===== config.mk =====
export PLATFORM = sky130hd
export DESIGN_NAME = calc_key_sequencer
export DESIGN_NICKNAME = d
export VERILOG_FILES = /design/src/rtl/calc_pkg.sv /design/src/rtl/calc_sync2.sv /design/src/rtl/calc_key_sequencer.sv
export SDC_FILE = /design/constraint.sdc
export NUM_CORES = 1
export LEC_CHECK = 0
export BUFFER_PORTS_ARGS = -buffer_cell sky130_fd_sc_hd__clkbuf_2
export CAP_MARGIN = 15
export CORE_MARGIN = 1.5
export CORE_UTILIZATION = 50
export DETAILED_ROUTE_END_ITERATION = 6
export PLACE_DENSITY = 0.69
export REMOVE_ABC_BUFFERS = 1
export SKIP_LAST_GASP = 1
export SLEW_MARGIN = 20
export SYNTH_ARGS = -nofsm -noshare
export SYNTH_HDL_FRONTEND = slang
export SYNTH_SLANG_ARGS = --single-unit

===== constraint.sdc =====
create_clock -name clk -period 2.5 [get_ports clk]
set_clock_uncertainty 0.05 [all_clocks]
set_input_delay 0.5 -clock clk [delete_from_list [all_inputs] [get_ports clk]]
set_output_delay 0.5 -clock clk [all_outputs]
set_load 0.05 [all_outputs]

===== src/rtl/calc_pkg.sv =====
// Shared types for the calculator front-end and accumulator stages.
// Opcode encoding, sequencer FSM states and the debounce counter width.
package calc_pkg;

  localparam int CALC_CNT_W = 24;

  typedef logic [CALC_CNT_W-1:0] calc_cnt_t;

  typedef enum logic [1:0] {
    OP_ADD = 2'b00,
    OP_SUB = 2'b01,
    OP_OR  = 2'b10,
    OP_EQ  = 2'b11
  } calc_op_e;

  typedef enum logic [2:0] {
    ST_IDLE,
    ST_SETTLE,
    ST_FIRE,
    ST_HOLD,
    ST_RELEASE
  } calc_state_e;

  function automatic calc_cnt_t sat_inc(calc_cnt_t c);
    return (&c) ? c : c + calc_cnt_t'(1);
  endfunction

endpackage


===== src/rtl/calc_sync2.sv =====
// Generic-width two-flop synchroniser.
// Asynchronous reset is active-high on rst_n.
module calc_sync2 #(
  parameter int W = 1
) (
  input  logic         clk,
  input  logic         rst_n,
  input  logic [W-1:0] d_i,
  output logic [W-1:0] q_o
);

  logic [W-1:0] s1_q;
  logic [W-1:0] s2_q;

  always_ff @(posedge clk or posedge rst_n) begin
    if (rst_n) begin
      s1_q <= '0;
      s2_q <= '0;
    end else begin
      s1_q <= d_i;
      s2_q <= s1_q;
    end
  end

  assign q_o = s2_q;

endmodule


===== src/rtl/calc_key_sequencer.sv =====
// Debounced execute-key sequencer feeding the accumulator stage.
// Optional auto-repeat while held: define CALC_AUTO_REPEAT_EN.
module calc_key_sequencer
  import calc_pkg::*;
#(
  parameter logic [23:0] DEBOUNCE_CYCLES = 24'd10_000_000,
  parameter logic [23:0] REPEAT_CYCLES   = 24'd5_000_000
) (
  input  logic       clk,
  input  logic       rst_n,
  input  logic       btn_exec_raw,
  input  logic [1:0] op_sel_raw,
  input  logic [7:0] operand_raw,
  output logic       exec_strobe,
  output logic [1:0] exec_op,
  output logic [7:0] exec_operand,
  output logic       busy
);

  logic       btn_s;
  logic [1:0] op_s;
  logic [7:0] opd_s;

  calc_sync2 #(.W(1)) u_sync_btn (
    .clk(clk), .rst_n(rst_n),
    .d_i(btn_exec_raw), .q_o(btn_s)
  );

  calc_sync2 #(.W(2)) u_sync_op (
    .clk(clk), .rst_n(rst_n),
    .d_i(op_sel_raw), .q_o(op_s)
  );

  calc_sync2 #(.W(8)) u_sync_opd (
    .clk(clk), .rst_n(rst_n),
    .d_i(operand_raw), .q_o(opd_s)
  );

  calc_state_e state_q, state_d;
  calc_cnt_t   cnt_q, cnt_d;
  calc_op_e    op_q, op_d;
  logic [7:0]  opd_q, opd_d;

`ifdef CALC_AUTO_REPEAT_EN
  calc_cnt_t rep_q, rep_d;

  always_ff @(posedge clk or posedge rst_n) begin
    if (rst_n) rep_q <= '0;
    else       rep_q <= rep_d;
  end
`else
  logic unused_rep;
  assign unused_rep = ^REPEAT_CYCLES;
`endif

  always_ff @(posedge clk or posedge rst_n) begin
    if (rst_n) begin
      state_q <= ST_IDLE;
      cnt_q   <= '0;
      op_q    <= OP_ADD;
      opd_q   <= 8'h00;
    end else begin
      state_q <= state_d;
      cnt_q   <= cnt_d;
      op_q    <= op_d;
      opd_q   <= opd_d;
    end
  end

  always_comb begin
    state_d = state_q;
    cnt_d   = cnt_q;
`ifdef CALC_AUTO_REPEAT_EN
    rep_d   = '0;
`endif
    unique case (state_q)
      ST_IDLE: begin
        cnt_d = '0;
        if (btn_s) begin
          state_d = ST_SETTLE;
          cnt_d   = calc_cnt_t'(1);
        end
      end
      ST_SETTLE: begin
        if (!btn_s) begin
          state_d = ST_IDLE;
          cnt_d   = '0;
        end else if (cnt_q >= DEBOUNCE_CYCLES) begin
          state_d = ST_FIRE;
          cnt_d   = '0;
        end else begin
          cnt_d = sat_inc(cnt_q);
        end
      end
      ST_FIRE: begin
        state_d = ST_HOLD;
        cnt_d   = '0;
      end
      ST_HOLD: begin
        cnt_d = '0;
        if (!btn_s) begin
          state_d = ST_RELEASE;
          cnt_d   = calc_cnt_t'(1);
        end
`ifdef CALC_AUTO_REPEAT_EN
        else if (rep_q >= REPEAT_CYCLES - 24'd1) begin
          state_d = ST_FIRE;
        end else begin
          rep_d = sat_inc(rep_q);
        end
`endif
      end
      ST_RELEASE: begin
        if (btn_s) begin
          state_d = ST_HOLD;
          cnt_d   = '0;
        end else if (cnt_q >= DEBOUNCE_CYCLES) begin
          state_d = ST_IDLE;
          cnt_d   = '0;
        end else begin
          cnt_d = sat_inc(cnt_q);
        end
      end
      default: begin
        state_d = ST_IDLE;
        cnt_d   = '0;
      end
    endcase
  end

  // Switches are captured only on the edge that enters FIRE.
  always_comb begin
    op_d  = op_q;
    opd_d = opd_q;
    if (state_d == ST_FIRE) begin
      op_d  = calc_op_e'(op_s);
      opd_d = opd_s;
    end
  end

  assign exec_strobe  = (state_q == ST_FIRE);
  assign exec_op      = op_q;
  assign exec_operand = opd_q;
  assign busy         = (state_q != ST_IDLE);

endmodule


==> flow_metrics.env <==
export IMPL_reg2reg_to="cnt_q[21]"
export IMPL_clkPwrFrac_pct=45.1
export IMPL_post_cts_resize_count=0
export IMPL_postCtsSetupBuffers=0
export IMPL_critPathMaxFanout=8
export IMPL_drive_above_1_share_pct=24.5
export IMPL_antenna_found_initial=0
export IMPL_io_buffers=24
export IMPL_internal_power_uw=1490
export IMPL_clk_latency_ps=330
export IMPL_synth_async_sr_flop_share_pct=100
export IMPL_p_leak_uw=0.00128
export IMPL_syn_instance_count=216
export IMPL_end_kind="flip-flop"
export IMPL_pre_cts_slack_ps=439
export IMPL_fp_dieH_microns=74.1
export IMPL_gr_total_overflow=0
export IMPL_synth_area_sq_um=2530
export IMPL_yosysMostFrequentCell="dfrtp_1"
export IMPL_place_congestion=0.880
export IMPL_worstPathArrival_ps=2290
export IMPL_fillers=398
export IMPL_crit_family="simple AND/OR/NAND/NOR gates"
export IMPL_boundaryPins=25
export IMPL_yosys_area_top_type="dfrtp_1"
export IMPL_worstMarginPinSlew_ps=422
export IMPL_outcome="completed"
export IMPL_ir_worst_vdd_v=0.000463
export IMPL_initial_utilization_pct=52.8
export IMPL_path_clk_slew_ps=70
export IMPL_synth_cell_types=45
export IMPL_synth_edf_count=0
export IMPL_synth_top_area_share_pct=58.4
export IMPL_routedWlPerCell_microns=13.9
export IMPL_dp_hpwl_microns=3090
export IMPL_grt_util_all_layers_pct=19.2
export IMPL_vias=1707
export IMPL_cts_tree="built"
export IMPL_slew_headroom_pct=71.8
export IMPL_timing_final_crit_period_ps=2090
export IMPL_swShare_pct=22.7
export IMPL_slew_viol_final=0
export IMPL_synth_area_leaders="dfrtp_1, mux2_2, xnor2_1, nor2_1, xor2_1"
export IMPL_ant_nets=0
export IMPL_areaGrowthSynthToFinish_pct=15.8
export IMPL_hold_violations=0
export IMPL_drc=0
export IMPL_cts_made_buffers=9
export IMPL_antennaDiodeCount=0
export IMPL_cts_max_path_buffers=2
export IMPL_grt_max_degree=42
export IMPL_holdBufCountCts=0
export IMPL_avgSynthCellArea_sq_um=11.7
export IMPL_rsz0062_at_grt="false"
export IMPL_pwr_share_seq_pct=51.5
export IMPL_netlist_top_cells_count="dfrtp_1, nor2_1, nand2_1"
export IMPL_combPwrFrac_pct=3.4
export IMPL_start_kind="flip-flop"
export IMPL_reg2reg_depth=6
export IMPL_required_ps=2700
export IMPL_dieArea_sq_um=5490
export IMPL_ys_flop_type="dfrtp_1"
export IMPL_setup_violations=0
export IMPL_wl_microns=4450
export IMPL_rows=25
export IMPL_drtIter0Drc=97
export IMPL_cpPeakStageDelay_ps=440
export IMPL_h_tree_depth=3
export IMPL_die_x_microns=74.1
export IMPL_period_share_pct=83.8
export IMPL_power_switching_uw=436
export IMPL_ff2ff_setup_slack_ps=410
export IMPL_seq_area_frac_synth_pct=58.4
export IMPL_grt_pass1_wl_microns=7730
export IMPL_p_per_area_nw_per_um2=657
export IMPL_ctsRootBufferMaster="clkbuf_8"
export IMPL_ys_ff_latch=59
export IMPL_crit_start="cnt_q[0]"
export IMPL_vias_per_cell=5.33
export IMPL_worst_slack_ps=405
export IMPL_firstDrtPassIters=4
export IMPL_worst_path_max_delay_cell="dfrtp_1"
export IMPL_tns_ps=0
export IMPL_cts_sinks=59
export IMPL_worstPathCellList="ha_1, and3_1, and4_4, a211o_1, or3_1, a21oi_1"
export IMPL_core_sq_um=4790
export IMPL_crit_type="reg -> reg"
export IMPL_r2r_start="cnt_q[0]"
export IMPL_path_buf_inv=0
export IMPL_first_global_vias=1636
export IMPL_clock_fmax_mhz=477
export IMPL_synth_warnings=0
export IMPL_hold_class="in -> async"
export IMPL_final_nets=263
export IMPL_max_cap_violations=0
-- cell type report --
type | count | area, sq um | share of cell area (%)
clock inverter | 6 | 63.8 | 2.18
tap | 67 | 83.8 | 2.87
timing repair buffer | 27 | 155 | 5.30
multi-input combinational | 146 | 990 | 33.8
clock buffer | 10 | 138 | 4.70
inverter | 5 | 18.8 | 0.642
sequential | 59 | 1480 | 50.5
-- cells by family after synthesis --
group | share of synthesized area, %
AO/OA/AOI/OAI | 9.81
XOR/XNOR | 5.89
adder cells (fa/ha/maj) | 0.990
buffers and inverters | 2.38
flip-flops | 58.4
multiplexers | 4.46
AND/OR/NAND/NOR | 18.0
-- layer usage --
layer | vias up | part of all wire (%) | GRT usage [%]
li1 | 842 | - | -
met1 | 826 | 48 | 26.8
met2 | 29 | 46 | 28.0
met3 | 10 | 3.4 | 4.07
met4 | 0 | 2.5 | 10.5
met5 | - | 0 | 0
-- through the flow --
stage	instance area (sq um)	total power, uW	instances	utilization (%)	hold slack, ps
after floorplan	2480	1040	210	-	281
after global placement	2720	1070	304	56.9	283
after detailed placement	2720	1080	304	56.9	286
after CTS	2930	1950	320	61.1	85.1
after global routing	2930	2000	320	61.1	111
final	2930	1920	320	61.1	79.7
-- placed cells by master, fill, tap and decap left out, types with 3 or more instances in the layout --
cell and count:
dfrtp_1 59, nor2_1 24, clkbuf_2 24, nand2_1 13, xnor2_1 11, a21oi_1 10, mux2_2 10, clkbuf_8 10
o21ai_0 8, nand3_1 6, xor2_1 6, and4_1 5, nor3_1 5, or3_1 5, inv_1 4, nand4_1 4
and3_1 3, a211oi_1 3, o2111ai_1 3
-- registers in the layout (all words and copies together), names as in the netlist --
name             flops
u_sync_op.s1_q       2
cnt_q               24
u_sync_opd.q_o       8
u_sync_btn.s1_q      1
exec_op              2
state_q              3
u_sync_btn.q_o       1
u_sync_op.q_o        2
exec_operand         8
u_sync_opd.s1_q      8
-- power groups by stage --
| stage | logic, uW | clock network (uW) | registers, uW |
|---|---|---|---|
| after floorplan | 40.4 | 0 | 1000 |
| after global placement | 67.7 | 0 | 1010 |
| after detailed placement | 68.5 | 0 | 1010 |
| after CTS | 68.4 | 889 | 990 |
| after global routing | 76.4 | 933 | 992 |
| final | 66.2 | 866 | 989 |
-- how the worst max path moves through the flow --
stage	end	slack [ps]	cells past startpoint
finish	cnt_q[21]	410	6
CTS	cnt_q[21]	420	6
floorplan	exec_strobe	230	1
global route	cnt_q[21]	240	6
global placement	cnt_q[21]	470	6
detailed placement	cnt_q[21]	440	6
(Power assumes the default switching activity.)
